<file path="src/rtl/idb_source_sequencer_pkg.sv">
// Shared definitions for the internal-data-bus source sequencer.
// Holds the FSM state encoding, bus select widths, the idle select
// constant and the source-index to one-hot select decode.
package idb_source_sequencer_pkg;

    localparam int IDB_SRC_W  = 3;
    localparam int IDB_CNTL_W = 9;

    localparam logic [IDB_CNTL_W-1:0] IDB_CNTL_IDLE = 9'h000;

    typedef enum logic [1:0] {
        IDB_SEQ_IDLE = 2'd0,
        IDB_SEQ_RUN  = 2'd1,
        IDB_SEQ_DONE = 2'd2
    } idb_seq_state_e;

    // Source 0..7 maps to bits 7:0; bit 8 of the mux select is never used,
    // so the mux priority encoder only ever sees a single set bit.
    function automatic logic [IDB_CNTL_W-1:0] idb_src_onehot(input logic [IDB_SRC_W-1:0] src);
        return IDB_CNTL_W'(1) << src;
    endfunction

endpackage

</file>
<file path="src/rtl/idb_source_sequencer_step_ram.sv">
// idb_step_ram: program step store, DEPTH entries of W bits.
// Synchronous write, asynchronous read. Reset clears every entry so the
// last flags start out cleared.
//   clk, rst_n       : clock, synchronous active-low reset
//   wr_en/addr/data  : step write port
//   rd_addr/rd_data  : combinational read port (playback pointer)
module idb_step_ram #(
    parameter int DEPTH = 8,
    parameter int W     = 10,
    localparam int AW   = $clog2(DEPTH)
) (
    input  logic          clk,
    input  logic          rst_n,
    input  logic          wr_en,
    input  logic [AW-1:0] wr_addr,
    input  logic [W-1:0]  wr_data,
    input  logic [AW-1:0] rd_addr,
    output logic [W-1:0]  rd_data
);

    logic [W-1:0] mem [DEPTH];

    always_ff @(posedge clk) begin
        if (!rst_n) begin
            for (int i = 0; i < DEPTH; i++) mem[i] <= '0;
        end else if (wr_en) begin
            mem[wr_addr] <= wr_data;
        end
    end

    assign rd_data = mem[rd_addr];

endmodule

</file>
<file path="src/rtl/idb_source_sequencer.sv">
// idb_source_sequencer: plays a stored program of internal-data-bus
// transfers, one step per cycle, driving the bus mux select (cntl) and the
// destination latch strobes (dst_ld). rdy=0 stalls playback.
//   clk, rst_n                 : clock, synchronous active-low reset
//   ld_valid/ld_ready          : step load handshake
//   ld_src/ld_dst/ld_last      : step contents
//   clear                      : empty program (IDLE only)
//   go                         : start playback (IDLE only)
//   rdy                        : core RDY, 0 stalls
//   cntl                       : one-hot mux select, 0 when not running
//   dst_ld                     : destination strobes, gated by rdy
//   busy, done, count          : status
module idb_source_sequencer
    import idb_source_sequencer_pkg::*;
#(
    parameter int DEPTH = 8,
    parameter int DST_W = 6,
    localparam int AW   = $clog2(DEPTH),
    localparam int CW   = $clog2(DEPTH) + 1
) (
    input  logic                  clk,
    input  logic                  rst_n,
    input  logic                  ld_valid,
    output logic                  ld_ready,
    input  logic [IDB_SRC_W-1:0]  ld_src,
    input  logic [DST_W-1:0]      ld_dst,
    input  logic                  ld_last,
    input  logic                  clear,
    input  logic                  go,
    input  logic                  rdy,
    output logic [IDB_CNTL_W-1:0] cntl,
    output logic [DST_W-1:0]      dst_ld,
    output logic                  busy,
    output logic                  done,
    output logic [CW-1:0]         count
);

    localparam int SW = IDB_SRC_W + DST_W + 1;

    idb_seq_state_e       state;
    logic [AW-1:0]        ptr;
    logic [SW-1:0]        step;
    logic [IDB_SRC_W-1:0] step_src;
    logic [DST_W-1:0]     step_dst;
    logic                 step_last;
    logic                 wr_en;
    logic                 terminal;

    assign ld_ready = (state == IDB_SEQ_IDLE) && (count < CW'(DEPTH));
    // clear beats a simultaneous write; ld_ready already implies IDLE
    assign wr_en    = ld_valid && ld_ready && !clear;

    idb_step_ram #(.DEPTH(DEPTH), .W(SW)) u_ram (
        .clk     (clk),
        .rst_n   (rst_n),
        .wr_en   (wr_en),
        .wr_addr (count[AW-1:0]),
        .wr_data ({ld_src, ld_dst, ld_last}),
        .rd_addr (ptr),
        .rd_data (step)
    );

    assign step_src  = step[SW-1 -: IDB_SRC_W];
    assign step_dst  = step[DST_W:1];
    assign step_last = step[0];

    // A program without any last flag ends on its final stored step.
    assign terminal = step_last || ({1'b0, ptr} == count - CW'(1));

    always_ff @(posedge clk) begin
        if (!rst_n) begin
            state <= IDB_SEQ_IDLE;
            ptr   <= '0;
            count <= '0;
        end else begin
            case (state)
                IDB_SEQ_IDLE: begin
                    if (clear) begin
                        count <= '0;
                    end else begin
                        if (wr_en) count <= count + CW'(1);
                        // a write accepted alongside go joins the program
                        if (go && (count != '0 || wr_en)) begin
                            state <= IDB_SEQ_RUN;
                            ptr   <= '0;
                        end
                    end
                end
                IDB_SEQ_RUN: begin
                    if (rdy) begin
                        if (terminal) state <= IDB_SEQ_DONE;
                        else          ptr   <= ptr + AW'(1);
                    end
                end
                default: state <= IDB_SEQ_IDLE;
            endcase
        end
    end

    assign busy   = (state == IDB_SEQ_RUN);
    assign done   = (state == IDB_SEQ_DONE);
    assign cntl   = busy ? idb_src_onehot(step_src) : IDB_CNTL_IDLE;
    assign dst_ld = (busy && rdy) ? step_dst : '0;

endmodule

</file>
<file path="config.mk">
export PLATFORM = sky130hd
export DESIGN_NAME = idb_source_sequencer
export DESIGN_NICKNAME = d
export VERILOG_FILES = /design/src/rtl/idb_source_sequencer_pkg.sv /design/src/rtl/idb_source_sequencer_step_ram.sv /design/src/rtl/idb_source_sequencer.sv
export SDC_FILE = /design/constraint.sdc
export NUM_CORES = 1
export LEC_CHECK = 0
export ABC_AREA = 1
export BUFFER_PORTS_ARGS = -buffer_cell sky130_fd_sc_hd__buf_2
export CORE_MARGIN = 2
export CORE_UTILIZATION = 40
export CTS_BUF_LIST = sky130_fd_sc_hd__clkbuf_4
export CTS_CLUSTER_DIAMETER = 80
export DETAILED_ROUTE_END_ITERATION = 6
export GPL_TIMING_DRIVEN = 0
export PLACE_DENSITY_LB_ADDON = 0.15
export SLEW_MARGIN = 30
export SYNTH_ARGS = -nofsm -noshare
export SYNTH_HDL_FRONTEND = slang
export SYNTH_SLANG_ARGS = --single-unit
</file>
<file path="constraint.sdc">
create_clock -name clk -period 2.5 [get_ports clk]
set_input_delay 0.625 -clock clk [delete_from_list [all_inputs] [get_ports clk]]
set_output_delay 0.625 -clock clk [all_outputs]
set_load 0.005 [all_outputs]
</file>
---- After elaboration in Yosys (flattened, before gate mapping) ----
Memory sizes are Yosys's and may differ from the RTL's. A register that Yosys moved wholly into a read port is not among the register bits.
Index checks and enable logic that the tools add are counted.
storage, ports and cells
  register bits after elaboration ......... 9
  latch bits .............................. 0
  bits in writable memories ............... 80
  bits in read-only memories .............. 0
  input port bits ......................... 16
  output and inout port bits .............. 22
  memories kept ........................... 1
cells by class
  add/sub/neg operators ................... 3
  $mul .................................... 0
  div/mod/pow operators ................... 0
  $lt $le $gt $ge ......................... 1
  eq/ne operators ......................... 8
  shift-type cells ........................ 1
  mux-type cells .......................... 23
  bitwise operators ....................... 0
  reduce and logical (&&, ||, !) cells .... 16
memory list
  memory     words  bits a word  read ports  clocked after memory_dff  wr ports  line                                 text
  u_ram.mem  8      10           1           1                         8         idb_source_sequencer_step_ram.sv:21  logic [W-1:0] mem [DEPTH];
operators with widths
  operator             count
  $mux 3               7
  $mux 10              1
  $reduce_or 10->1     1
  $mux 9               1
  $shl 1x3->9 const A  1
  $mux 2               4
  $mux 4               2
  $mux 6               1
  $ne 2x2->1 const B   3
  $pmux 3 s2           1
  $logic_and 1x1->1    5
  $mux 1               5
  $reduce_and 5->1     1
  $add 4x1->4 const B  1
  $eq 3x4->1           1
  $lt 4x4->1 const B   1
  $ne 2x1->1 const B   2
  $pmux 2 s2           1
  $reduce_and 4->1     1
  $reduce_bool 2->1    2
  $reduce_bool 4->1    1
  $sub 4x1->4 const B  1
  $add 3x1->3 const B  1
  $eq 2x1->1 const B   1
  5 further kinds      6

---- Depth between registers and ports, before layout ----
  word-level depth ........................ 11
  mapped depth ............................ 13
  mapped depth without buffers ............ 13

---- Cells and area by module ----
From an unflattened synthesis, not the netlist that was laid out.
unflattened totals
  cells, all modules ...................... 602
  area total of the unflattened synthesis .. 4783.3 um^2
by module, submodules not included
  module                times used  cells an instance  area each (um^2)  seq. area each (um^2)
  idb_step_ram          1           473                4028.9            2402.3
  idb_source_sequencer  1           129                754.5             180.2

---- Least setup slack after synthesis ----
No wires, ideal clock.
  kind .................................... register to output
  start ................................... register (tool-made name)
  end ..................................... output port cntl[0]
  arrival ................................. 1270 ps
  slack ................................... 605 ps
  stages on the path, launching flop included .. 9
  buffers on the path ..................... 2
  cells stage by stage .................... dfxtp_1 > inv_2 > buf_2 > buf_4 > o21ai_0 > o22ai_1 > nand2_1 > nand3_1 > nor2_1
RTL lines
  what              line                        text
  end: declaration  idb_source_sequencer.sv:31  output logic [IDB_CNTL_W-1:0] cntl,

==> impl.org <==
** Clock network
- Cell at the root of the clock tree :: clkbuf_4
- Total clock buffers created by CTS :: 9
- Number of hold buffers added after CTS :: 0
- CTS tree :: built
- H-Tree Level Count :: 3
- CTS sink count :: 92
- The clock passes through at most 2 buffers.
- Worst-Skew Late Latency :: 0.47 ns
- Reg clk slew, reported paths :: 0.15 ns

** Die
- Number of core rows :: 38
- Number of top-level pins :: 38
- Starting density of the core :: 0.406
- The die is 108 µm wide.
- In this run the standard cell core region covers 0.0107 mm².
- The die covers 0.0118 mm².
- Die Span Y :: 108 µm

** Logic synthesis
- Among all cell types in the netlist, the one instantiated most often is nor2_1.
- Yosys printed 0 warnings.
- Fraction of registers with async set or reset after synthesis :: 0
- Of all cell types, the one taking the most synthesized area is edfxtp_1.
- For this run, the register share of the synthesized area comes to 0.606.
- Area share of the leading cell type in the synthesized netlist :: 0.551
- In this run, distinct cell masters in the synthesized netlist total 30.
- Top_reg_cell synth :: edfxtp_1
- Post-synthesis instance total :: 473
- After synthesis, the most frequently instantiated cells are 152 x nor2_1, 80 x edfxtp_1, 64 x nand2_1, 42 x o21ai_0, 33 x inv_1.
- Synthesized area divided by synthesized cell count :: 9.22 µm²
- Combined area of all synthesized cells :: 0.00436 mm²
- In the post-synthesis netlist, the biggest area contributors are edfxtp_1 55%, nor2_1 13%, dfxtp_1 5.5%.
- The synthesized design contains 80 enable-type register cells.
- The number of nets in the synthesized netlist is 492.
- Number of flip-flops and latches in the synthesized netlist :: 92

** Cells and area
- In the final layout, the multi-input gates occupy 0.00162 mm².
- Of the cells placed in the final design, the portion with a size suffix greater than 1 is 0.251.
- Nets@finish :: 548
- Summing all flip-flop and latch instances after layout gives 0.00265 mm².
- Number of fillers in the final layout :: 1052
- The repair_antennas step left the layout with diodes totalling 0.
- Growth of design area from synthesis to finish :: 20.1%
- Non-filler instance count after layout :: 674

** Timing
- Hold is met by 0.468 ns.
- The routed design could run at a clock period as short as 2.55 ns.
- The number of pins exceeding their max-slew limit in the final report came to 0.
- The count of endpoints failing hold in the final timing report was 0.
- Setup TNS :: -0.415 ns
- At the pin with the least slew margin, the transition time is 0.554 ns.
- Setup slack of the critical path after layout :: -0.0483 ns
- Post-route clock skew :: 0.0186 ns
- Setup repair after global routing could not meet its margin everywhere.
- Setup violations remaining at the end of the flow were counted as 13.
- Top achievable clock speed :: 392 MHz
- Ratio of final minimum period to clock period :: 1.02
- Headroom to the max-slew limit came out at 0.630.

** Critical path
- On the critical path, the stage with the largest delay is an instance of dfxtp_4.
- Startpoint type of the worst setup path :: flip-flop
- Among cell families on the critical path, the largest total delay comes from simple AND/OR/NAND/NOR gates.
- Crit-path max cell delay :: 0.41 ns
- Together, buffers and inverters on the worst path number 3.
- In this run the critical register-to-register path is launched from state[1].
- The worst setup path is captured at an output pin.
- Data arrival at the endpoint of the critical path :: 1.92 ns
- Data on the critical path is required at its endpoint by 1.88 ns.
- CP Class :: reg2out
- Crit-path cells :: buf_8 -> buf_8 -> o21ai_1 -> o22ai_1 -> nand2_1 -> nand2_1 -> nand2_2 -> nor2_1 -> buf_2
- Of all nets on the critical path, the largest fanout is 6.

** GRT
- Number of antenna violations at the first check in global routing :: 0
- Maximum number of pins on one net before global-route repair :: 17
- Global-route wire length before repair :: 17400 µm
- The number of global-route vias before repair is 3324.
- Tot GR Track Use :: 0.201
- GRT overflow :: 0

** Routing
- In the routed design, unresolved DRC markers number 0.
- DR pass1 iterations :: 5
- Post-DR wirelength/cell :: 16.6 µm
- Antenna viol nets, final :: 0
- First DRT Iteration DRCs :: 161
- The routed layout has 3422 vias.
- Detailed-route wire length :: 11200 µm
- Vias/cell :: 5.08

** Placement
- Dpl ws :: -0.0728 ns
- During placement, the flow inserted port buffers numbering 36.
- In this run, placement finished with an instance count of 649.
- Final HPWL DP :: 7570 µm
- The congestion estimate from routability-driven global placement came to 0.825.

** Pwr
- Psw :: 0.931 mW
- Power spread over the standard cell area amounts to 588 mW/mm².
- IR analysis of the VDD net gives a maximum drop of 0.196 mV.
- The share of total power dissipated in combinational logic is 0.180.
- Summed over all cells, the static leakage comes to 2.17 nW.
- Of the total power, the share spent switching nets is 0.302.
- Internal power comes to 2.15 mW.
- Sequential Power Share :: 0.571
- Of the total power, the clock network draws 0.248.

** Min path
- The startpoint identified for the worst hold timing path is rst_n.
- Worst min-delay path category :: in2reg

** Run status
- The flow ran to the end, but the final reports show violations.
- Violations in the final reports :: negative setup slack

** Job
- Number of max-cap violations :: 0
[per-stage QoR]
| step | power, mW | util | area [µm²] |
|---|---|---|---|
| 2_1_floorplan | 2.06 | - | 4360 |
| 3_3_place_gp | 2.19 | 0.439 | 4720 |
| 3_5_place_dp | 2.20 | 0.439 | 4720 |
| 4_1_cts | 3.00 | 0.468 | 5030 |
| 5_1_grt | 3.20 | 0.488 | 5240 |
| 6_report | 3.08 | 0.488 | 5240 |
[tightest hold or removal path, delay by kind of cell]
kind	cells	cell delay, ns
buf+inv	1	0.14
simple gates	2	0.13
[state kept, by name (all words and copies together) (netlist names), named ones only]
signal,cells
count,4
state,2
u_ram.mem,80
ptr,3
[logic make-up (layout without fill, tap and decap cells)]
kind of cell | Yosys count | after routing | share of synthesized area
simple gates | 243 | 243 | 0.228
compound gates | 73 | 73 | 0.0912
buf+inv | 59 | 120 | 0.0617
flops | 92 | 92 | 0.606
xor+xnor | 2 | 2 | 0.00402
fa+ha+maj | 3 | 3 | 0.00861
other cells | 1 | 1 | 0.000860
[path summary, 6_finish.rpt]
check / end / slack [ns] / depth (start not counted)
hold / removal: ptr[2] / 0.47 / 3
setup reg to reg: u_ram.mem[5][0] / 0.21 / 6
hold reg to reg: count[3] / 0.59 / 2
setup / recovery: cntl[4] / -0.05 / 9
[per-layer routing]
| layer | share of wire | track usage |
|---|---|---|
| met1 | 0.46 | 0.276 |
| met2 | 0.48 | 0.323 |
| met3 | 0.040 | 0.0307 |
| met4 | 0.017 | 0.0714 |
| met5 | 0 | 0 |
[power groups by stage]
stage / logic (mW) / clock network, mW / registers, mW
after floorplan: 0.283 / 0 / 1.78
after global placement: 0.401 / 0 / 1.79
after detailed placement: 0.407 / 0 / 1.79
after CTS: 0.471 / 0.771 / 1.76
after global routing: 0.612 / 0.823 / 1.77
final: 0.555 / 0.765 / 1.76
[layout make-up]
type / count / share of cell area
Tap cell: 140 / 0.0334
Clock inverter: 7 / 0.00979
Timing Repair Buffer: 46 / 0.0607
Multi-Input combinational cell: 322 / 0.310
Inverter: 34 / 0.0267
Clock buffer: 9 / 0.0129
Buffer: 24 / 0.0416
Sequential cell: 92 / 0.505
[repair_timing]
action,in CTS,in global routing
hold endpoints to repair,0,0
setup buffers,7,1
resized for setup,49,55
cloned,0,2
setup endpoints to repair,14,15
pin swaps,12,20
[layout by cell type (no fill, tap or decap), types with 2 or more instances in the layout]
| cell type | instances |
|---|---|
| a21oi_1 | 8 |
| buf_2 | 44 |
| buf_4 | 6 |
| buf_6 | 5 |
| buf_8 | 6 |
| clkbuf_16 | 2 |
| clkbuf_4 | 12 |
| clkbuf_8 | 2 |
| clkinv_1 | 2 |
| clkinvlp_4 | 2 |
| dfxtp_1 | 10 |
| edfxtp_1 | 80 |
| ha_1 | 3 |
| inv_1 | 30 |
| inv_2 | 3 |
| nand2_1 | 57 |
| nand2_2 | 10 |
| nand3_1 | 11 |
| nand3_2 | 2 |
| nor2_1 | 147 |
| nor2_2 | 7 |
| nor2_4 | 2 |
| nor3_1 | 3 |
| nor3_4 | 2 |
| o21ai_0 | 20 |
| o21ai_1 | 10 |
| o21ai_2 | 11 |
| o21ai_4 | 3 |
| o22ai_1 | 12 |
| o22ai_2 | 5 |
| xor2_1 | 2 |
No activity file was read; power rests on OpenSTA's default activity.
